$ cat config.mk
export PLATFORM = sky130hd
export DESIGN_NAME = data_receiver
export DESIGN_NICKNAME = d
export VERILOG_FILES = /design/src/rtl/data_receiver_pkg.sv /design/src/rtl/data_receiver_sync.sv /design/src/rtl/data_receiver.sv
export SDC_FILE = /design/constraint.sdc
export NUM_CORES = 1
export LEC_CHECK = 0
export CAP_MARGIN = 30
export CORE_MARGIN = 10
export CORE_UTILIZATION = 50
export DETAILED_ROUTE_END_ITERATION = 6
export MAX_ROUTING_LAYER = met4
export PLACE_DENSITY = 0.79
export SLEW_MARGIN = 15
export SYNTH_ARGS = -nofsm -noshare
export SYNTH_HDL_FRONTEND = slang
export SYNTH_SLANG_ARGS = --single-unit
$ cat constraint.sdc
create_clock -name clk -period 4.7 [get_ports clk]
set_input_delay 1.41 -clock clk [delete_from_list [all_inputs] [get_ports clk]]
set_output_delay 1.41 -clock clk [all_outputs]
set_load 0.02 [all_outputs]
$ cat src/rtl/data_receiver_pkg.sv
// Shared constants for the serial link: error codes, default word width
// and the receiver state encoding.
package data_receiver_pkg;

    localparam int DEFAULT_WIDTH = 64;

    localparam logic [1:0] RX_ERR_NONE     = 2'd0;
    localparam logic [1:0] RX_ERR_SHORT    = 2'd1;
    localparam logic [1:0] RX_ERR_OVERFLOW = 2'd2;
    localparam logic [1:0] RX_ERR_TIMEOUT  = 2'd3;

    typedef enum logic [1:0] {
        ST_WAIT_IDLE = 2'd0,
        ST_IDLE      = 2'd1,
        ST_RECV      = 2'd2
    } rx_state_t;

endpackage

$ cat src/rtl/data_receiver_sync.sv
// Two-flop synchroniser for an asynchronous pin plus an edge flop.
// level is the synchronised value; rise/fall compare flop 2 against flop 3.
module sync_edge_detector (
    input  logic clk,
    input  logic rst,
    input  logic din,
    output logic level,
    output logic rise,
    output logic fall
);

    logic sync_p0;
    logic sync_p1;
    logic edge_p2;

    // Metastability chain followed by the edge-detect history flop.
    always_ff @(posedge clk or negedge rst) begin
        if (!rst) begin
            sync_p0 <= 1'b0;
            sync_p1 <= 1'b0;
            edge_p2 <= 1'b0;
        end else begin
            // Stage 0: capture asynchronous pin
            sync_p0 <= din;
            // Stage 1: resolved level
            sync_p1 <= sync_p0;
            // Stage 2: previous level for edge detection
            edge_p2 <= sync_p1;
        end
    end

    assign level = sync_p1;
    assign rise  = sync_p1 & ~edge_p2;
    assign fall  = ~sync_p1 & edge_p2;

endmodule

$ cat src/rtl/data_receiver.sv
// Serial word receiver for the transmission/sclk/sdata link. Shifts in one
// MSB-first word per frame and reports good words and rejected frames.
module data_receiver
    import data_receiver_pkg::*;
#(
    parameter int WIDTH          = DEFAULT_WIDTH,
    parameter int TIMEOUT_CYCLES = 4096
) (
    input  logic             clk,
    input  logic             rst,
    input  logic             transmission,
    input  logic             sclk,
    input  logic             sdata,
    output logic [WIDTH-1:0] data_out,
    output logic             data_valid,
    output logic             frame_error,
    output logic [1:0]       error_code,
    output logic             busy
);

    localparam int BCW = $clog2(WIDTH + 1);
    localparam int TCW = $clog2(TIMEOUT_CYCLES + 1);
    localparam logic [BCW-1:0] BIT_FULL = BCW'(WIDTH);
    localparam logic [TCW-1:0] TMO_MAX  = TCW'(TIMEOUT_CYCLES);

    logic tx_level, tx_rise, tx_fall;
    logic sclk_rise;
    logic sdata_level;
    logic unused_sclk_level, unused_sclk_fall;
    logic unused_sdata_rise, unused_sdata_fall;

    sync_edge_detector u_sync_tx (
        .clk   (clk),
        .rst   (rst),
        .din   (transmission),
        .level (tx_level),
        .rise  (tx_rise),
        .fall  (tx_fall)
    );

    sync_edge_detector u_sync_sclk (
        .clk   (clk),
        .rst   (rst),
        .din   (sclk),
        .level (unused_sclk_level),
        .rise  (sclk_rise),
        .fall  (unused_sclk_fall)
    );

    sync_edge_detector u_sync_sdata (
        .clk   (clk),
        .rst   (rst),
        .din   (sdata),
        .level (sdata_level),
        .rise  (unused_sdata_rise),
        .fall  (unused_sdata_fall)
    );

    rx_state_t        state, state_d;
    logic [WIDTH-1:0] shreg, shreg_d;
    logic [BCW-1:0]   bcount, bcount_d;
    logic [TCW-1:0]   tcount, tcount_d;
    logic [WIDTH-1:0] data_out_d;
    logic             data_valid_d, frame_error_d, busy_d;
    logic [1:0]       error_code_d;

    // The synchronisers come out of reset at 0, so their level is not yet the
    // pin value. Hold WAIT_IDLE until the chain has refilled; otherwise a
    // frame still in progress across reset would look like an idle line.
    logic [1:0] settle;
    logic       settled;
    assign settled = (settle == 2'd3);

    // Next-state, datapath and output decode for the frame FSM.
    always_comb begin
        state_d       = state;
        shreg_d       = shreg;
        bcount_d      = bcount;
        tcount_d      = tcount;
        data_out_d    = data_out;
        data_valid_d  = 1'b0;
        frame_error_d = 1'b0;
        error_code_d  = error_code;

        case (state)
            ST_WAIT_IDLE: begin
                if (settled && !tx_level) begin
                    state_d = ST_IDLE;
                end
            end

            ST_IDLE: begin
                if (tx_rise) begin
                    shreg_d  = '0;
                    bcount_d = '0;
                    tcount_d = '0;
                    state_d  = ST_RECV;
                end
            end

            ST_RECV: begin
                if (sclk_rise && (bcount == BIT_FULL)) begin
                    frame_error_d = 1'b1;
                    error_code_d  = RX_ERR_OVERFLOW;
                    state_d       = ST_WAIT_IDLE;
                end else begin
                    if (sclk_rise) begin
                        shreg_d  = {shreg[WIDTH-2:0], sdata_level};
                        bcount_d = bcount + 1'b1;
                        tcount_d = '0;
                    end else begin
                        tcount_d = tcount + 1'b1;
                    end

                    // A bit arriving with the frame end counts toward the word.
                    if (tx_fall) begin
                        if (bcount_d == BIT_FULL) begin
                            data_out_d   = shreg_d;
                            data_valid_d = 1'b1;
                        end else begin
                            frame_error_d = 1'b1;
                            error_code_d  = RX_ERR_SHORT;
                        end
                        state_d = ST_IDLE;
                    end else if (!sclk_rise && (tcount_d == TMO_MAX)) begin
                        frame_error_d = 1'b1;
                        error_code_d  = RX_ERR_TIMEOUT;
                        state_d       = ST_WAIT_IDLE;
                    end
                end
            end

            default: begin
                state_d = ST_WAIT_IDLE;
            end
        endcase

        busy_d = (state_d == ST_RECV);
    end

    // Control state, counters and registered outputs.
    always_ff @(posedge clk or negedge rst) begin
        if (!rst) begin
            state       <= ST_WAIT_IDLE;
            bcount      <= '0;
            tcount      <= '0;
            settle      <= 2'd0;
            data_out    <= '0;
            data_valid  <= 1'b0;
            frame_error <= 1'b0;
            error_code  <= RX_ERR_NONE;
            busy        <= 1'b0;
        end else begin
            state       <= state_d;
            bcount      <= bcount_d;
            tcount      <= tcount_d;
            settle      <= settled ? settle : settle + 2'd1;
            data_out    <= data_out_d;
            data_valid  <= data_valid_d;
            frame_error <= frame_error_d;
            error_code  <= error_code_d;
            busy        <= busy_d;
        end
    end

    // Shift register is cleared at every frame start, so it needs no reset.
    always_ff @(posedge clk) begin
        shreg <= shreg_d;
    end

endmodule
==> results.json <==
{
  "outcome": "finished, final reports clean",
  "num-nets-final": 729,
  "netlist_area_um2": 7428,
  "core_um2": 14530,
  "slew_viol_final": 0,
  "wl_per_cell_um": 17.54,
  "r2r_cells": 6,
  "ctsHoldBuffers": 0,
  "grt_use_total_pct": 16.70,
  "area_delta_synth_final_pct": 19.22,
  "vdd_drop_max_v": 0.0002611,
  "crit_type": "reg2reg",
  "cp_slowest_stage_delay_ns": 0.62,
  "cp-startpoint": "u_sync_sclk.level$_DFF_PN0_",
  "maxSlewHeadroom_pct": 44.59,
  "numCtsBuffers": 17,
  "sw_frac_of_total_pct": 24.29,
  "cp_max_fo": 64,
  "synthTopCellsByArea": "dfrtp_1 (34%), edfxtp_1 (26%), a21oi_1 (6.1%)",
  "finClkSkew_ns": 0.007281,
  "clkTransAtPathRegs_ns": 0.06,
  "drive_gt1_share_pct": 10.11,
  "syn_nets": 674,
  "n_antenna_cell": 0,
  "min_period_ns": 3.323,
  "seq_area_frac_synth_pct": 59.90,
  "drtPass1Iterations": 5,
  "start_util_pct": 51.11,
  "ant_nets": 0,
  "cts_max_level": 4,
  "finalCritPeriodShare_pct": 70.69,
  "synth_edf_count": 64,
  "utilization_pct": 60.93,
  "yosysTopAreaCell": "dfrtp_1",
  "cp.required_ns": 4.78,
  "grt_pass1_wl_um": 26870,
  "critPathCaptureType": "flip-flop",
  "clock-root-buffer": "clkbuf_16",
  "crit_path_start_kind": "flip-flop",
  "synth_top_area_share_pct": 34.02,
  "path_delay_family": "simple AND/OR/NAND/NOR gates",
  "cp_num_buf_inv": 2,
  "hp-start": "u_sync_tx.sync_p0$_DFF_PN0_",
  "p_switching_mw": 0.7893,
  "dp_hpwl_um": 10380,
  "gp_congestion": 0.8403,
  "num_vias": 5273,
  "syn_area_per_cell_um2": 11.17,
  "fillers": 1160,
  "post_cts_buffers": 0,
  "setup-violations-final": 0,
  "multi_input_area_um2": 2743,
  "cts_tree": "yes",
  "finalHoldViolations": 0,
  "p_leak_nw": 3.677,
  "grt_overflow": 0,
  "ctsResizeCount": 0,
  "finalSetupTns_ns": 0,
  "cts_num_sinks": 165,
  "rsz0062_at_grt": "no",
  "clkPwrFrac_pct": 42.0,
  "grt_max_degree": 74,
  "power.total_mw": 3.250,
  "combinationalPowerShare_pct": 8.0,
  "tightest_slew_ns": 0.8281,
  "seqPwrFrac_pct": 50.0,
  "hold_path_class": "reg2reg",
  "synthCells": 665,
  "power_density_nw_per_um2": 367.0,
  "clock_path_buffers": 2,
  "worst-path-stages": 6,
  "drt-initial-drc-count": 518,
  "die_w_um": 141.9,
  "die-area_um2": 20130,
  "crit_arrival_ns": 3.40,
  "slowest_stage": "nor2b_4",
  "p_int_mw": 2.461,
  "ys_warn_count": 0,
  "ys_seq_elements": 165,
  "seqCellArea_um2": 4449,
  "num_rows": 44,
  "dp.cells": 884,
  "clk_latency_ns": 0.42,
  "regToRegStartpoint": "u_sync_sclk.level$_DFF_PN0_",
  "io_pins": 74,
  "antenna_found_initial": 0,
  "yosysUniqueCellTypes": 51,
  "die_y_um": 141.9,
  "final_common_cell": "dfrtp_1",
  "async_flop_share_pct": 61.21,
  "viasPerCell": 5.757,
  "path_cells": "nor2b_4, nand4b_1, nand2_1, and2_1, inv_2, buf_4",
  "port_buffers": 73,
  "grt_pass1_vias": 5317,
  "final_cell_mix": "dfrtp_1 (101), a21oi_1 (91), nand2_1 (80)",
  "final-instance-count-excl-fill": 916,
  "finalWirelength_um": 16070,
  "drcViolationCount": 0,
  "synth_ff_type": "dfrtp_1",
  "whs_path_depth": 0,
  "maxCapViolCount": 0,
  "clock.fmax_mhz": 301.0
}
==> worst paths after layout <==
check                           slack (ns)                         to
worst max-delay path                  1.38    shreg[26]$_SDFFCE_PN0P_
max in group asynchronous             2.96      tcount[9]$_DFFE_PN0P_
min in group asynchronous             0.88    data_out[9]$_DFFE_PN0P_
worst max register to register        1.38    shreg[26]$_SDFFCE_PN0P_
worst min register to register        0.35  u_sync_tx.level$_DFF_PN0_
worst min-delay path                  0.35  u_sync_tx.level$_DFF_PN0_
==> metal layers <==
metal	up-vias	track usage, %	share of wire [%]
li1	2476	-	-
met1	2584	21.94	44
met2	192	24.99	48
met3	21	3.772	5.8
met4	0	5.917	1.7
met5	-	-	0
==> logic make-up (layout without fill, tap and decap cells) <==
family / Yosys count / after routing / synth area share, %
and+or+nand+nor: 217 / 217 / 13.78
DFF: 165 / 165 / 59.90
AOI/OAI and AO/OA: 151 / 151 / 11.37
muxes: 68 / 68 / 10.09
buffers and inverters: 54 / 121 / 3.487
xor gates and xnor gates: 6 / 6 / 0.7076
adders and majority gates: 4 / 4 / 0.6738
==> worst reg2reg max path: stages (launching register included) <==
cell,delay [ns]
dfrtp_1,0.39
nor2b_4,0.62
nand4b_1,0.46
nand2_1,0.43
and2_1,0.61
inv_2,0.05
buf_4,0.38
==> per-stage QoR <==
stage,cell area (µm²),setup slack (ns),hold slack (ns)
floorplan,7428,1.432,0.3312
global placement,8237,1.318,0.3359
detailed placement,8264,1.399,0.3395
CTS,8836,1.375,0.3505
global route,8856,1.102,0.3475
finish,8856,1.377,0.3465
==> registers in the layout, summed over array words and instances, names as in the netlist <==
register	flops
u_sync_sclk.sync_p0	1
state	2
data_out	64
data_valid	1
error_code	2
u_sync_sdata.level	1
u_sync_tx.edge_p2	1
busy	1
u_sync_tx.sync_p0	1
frame_error	1
shreg	64
u_sync_sdata.sync_p0	1
u_sync_sclk.edge_p2	1
tcount	13
u_sync_tx.level	1
settle	2
u_sync_sclk.level	1
bcount	7
==> power by group through the flow <==
stage / clock [mW] / combinational [mW] / sequential (mW)
final: 1.36 / 0.262 / 1.62
after global routing: 1.45 / 0.293 / 1.63
after CTS: 1.38 / 0.261 / 1.62
after detailed placement: 0 / 0.258 / 1.65
after global placement: 0 / 0.249 / 1.65
after floorplan: 0 / 0.182 / 1.64
==> cell type report <==
cell class              instances  area share [%]
clock buffers                  20           5.044
clock inverters                11           1.413
inverters                       7          0.2967
multi-input cells             446           30.97
flip-flops and latches        165           50.24
well taps                     184           2.600
repair buffers                 83           9.438
==> synthesized netlist by cell type, types with 2 or more instances <==
| library cell | count |
|---|---|
| nor3b_1 | 3 |
| xor2_1 | 3 |
| dfrtp_1 | 101 |
| nor4_1 | 3 |
| and3_1 | 2 |
| clkbuf_1 | 23 |
| buf_1 | 8 |
| ha_1 | 4 |
| nand2b_1 | 4 |
| mux2_2 | 15 |
| inv_1 | 7 |
| o31ai_1 | 5 |
| nand3_1 | 9 |
| a211oi_1 | 3 |
| o211ai_1 | 2 |
| edfxtp_1 | 64 |
| nand2_1 | 80 |
| mux2i_1 | 43 |
| nor3_1 | 8 |
| o21ai_0 | 34 |
| a31oi_1 | 6 |
| mux2_4 | 10 |
| nor2b_1 | 4 |
| and4_1 | 2 |
| xnor2_1 | 3 |
| nand4b_1 | 2 |
| or3_1 | 2 |
| buf_2 | 8 |
| nor2_1 | 56 |
| nand4_1 | 10 |
| and2_1 | 26 |
| buf_4 | 6 |
| a21oi_1 | 91 |
Note: power is estimated with default switching activity, not from simulation.
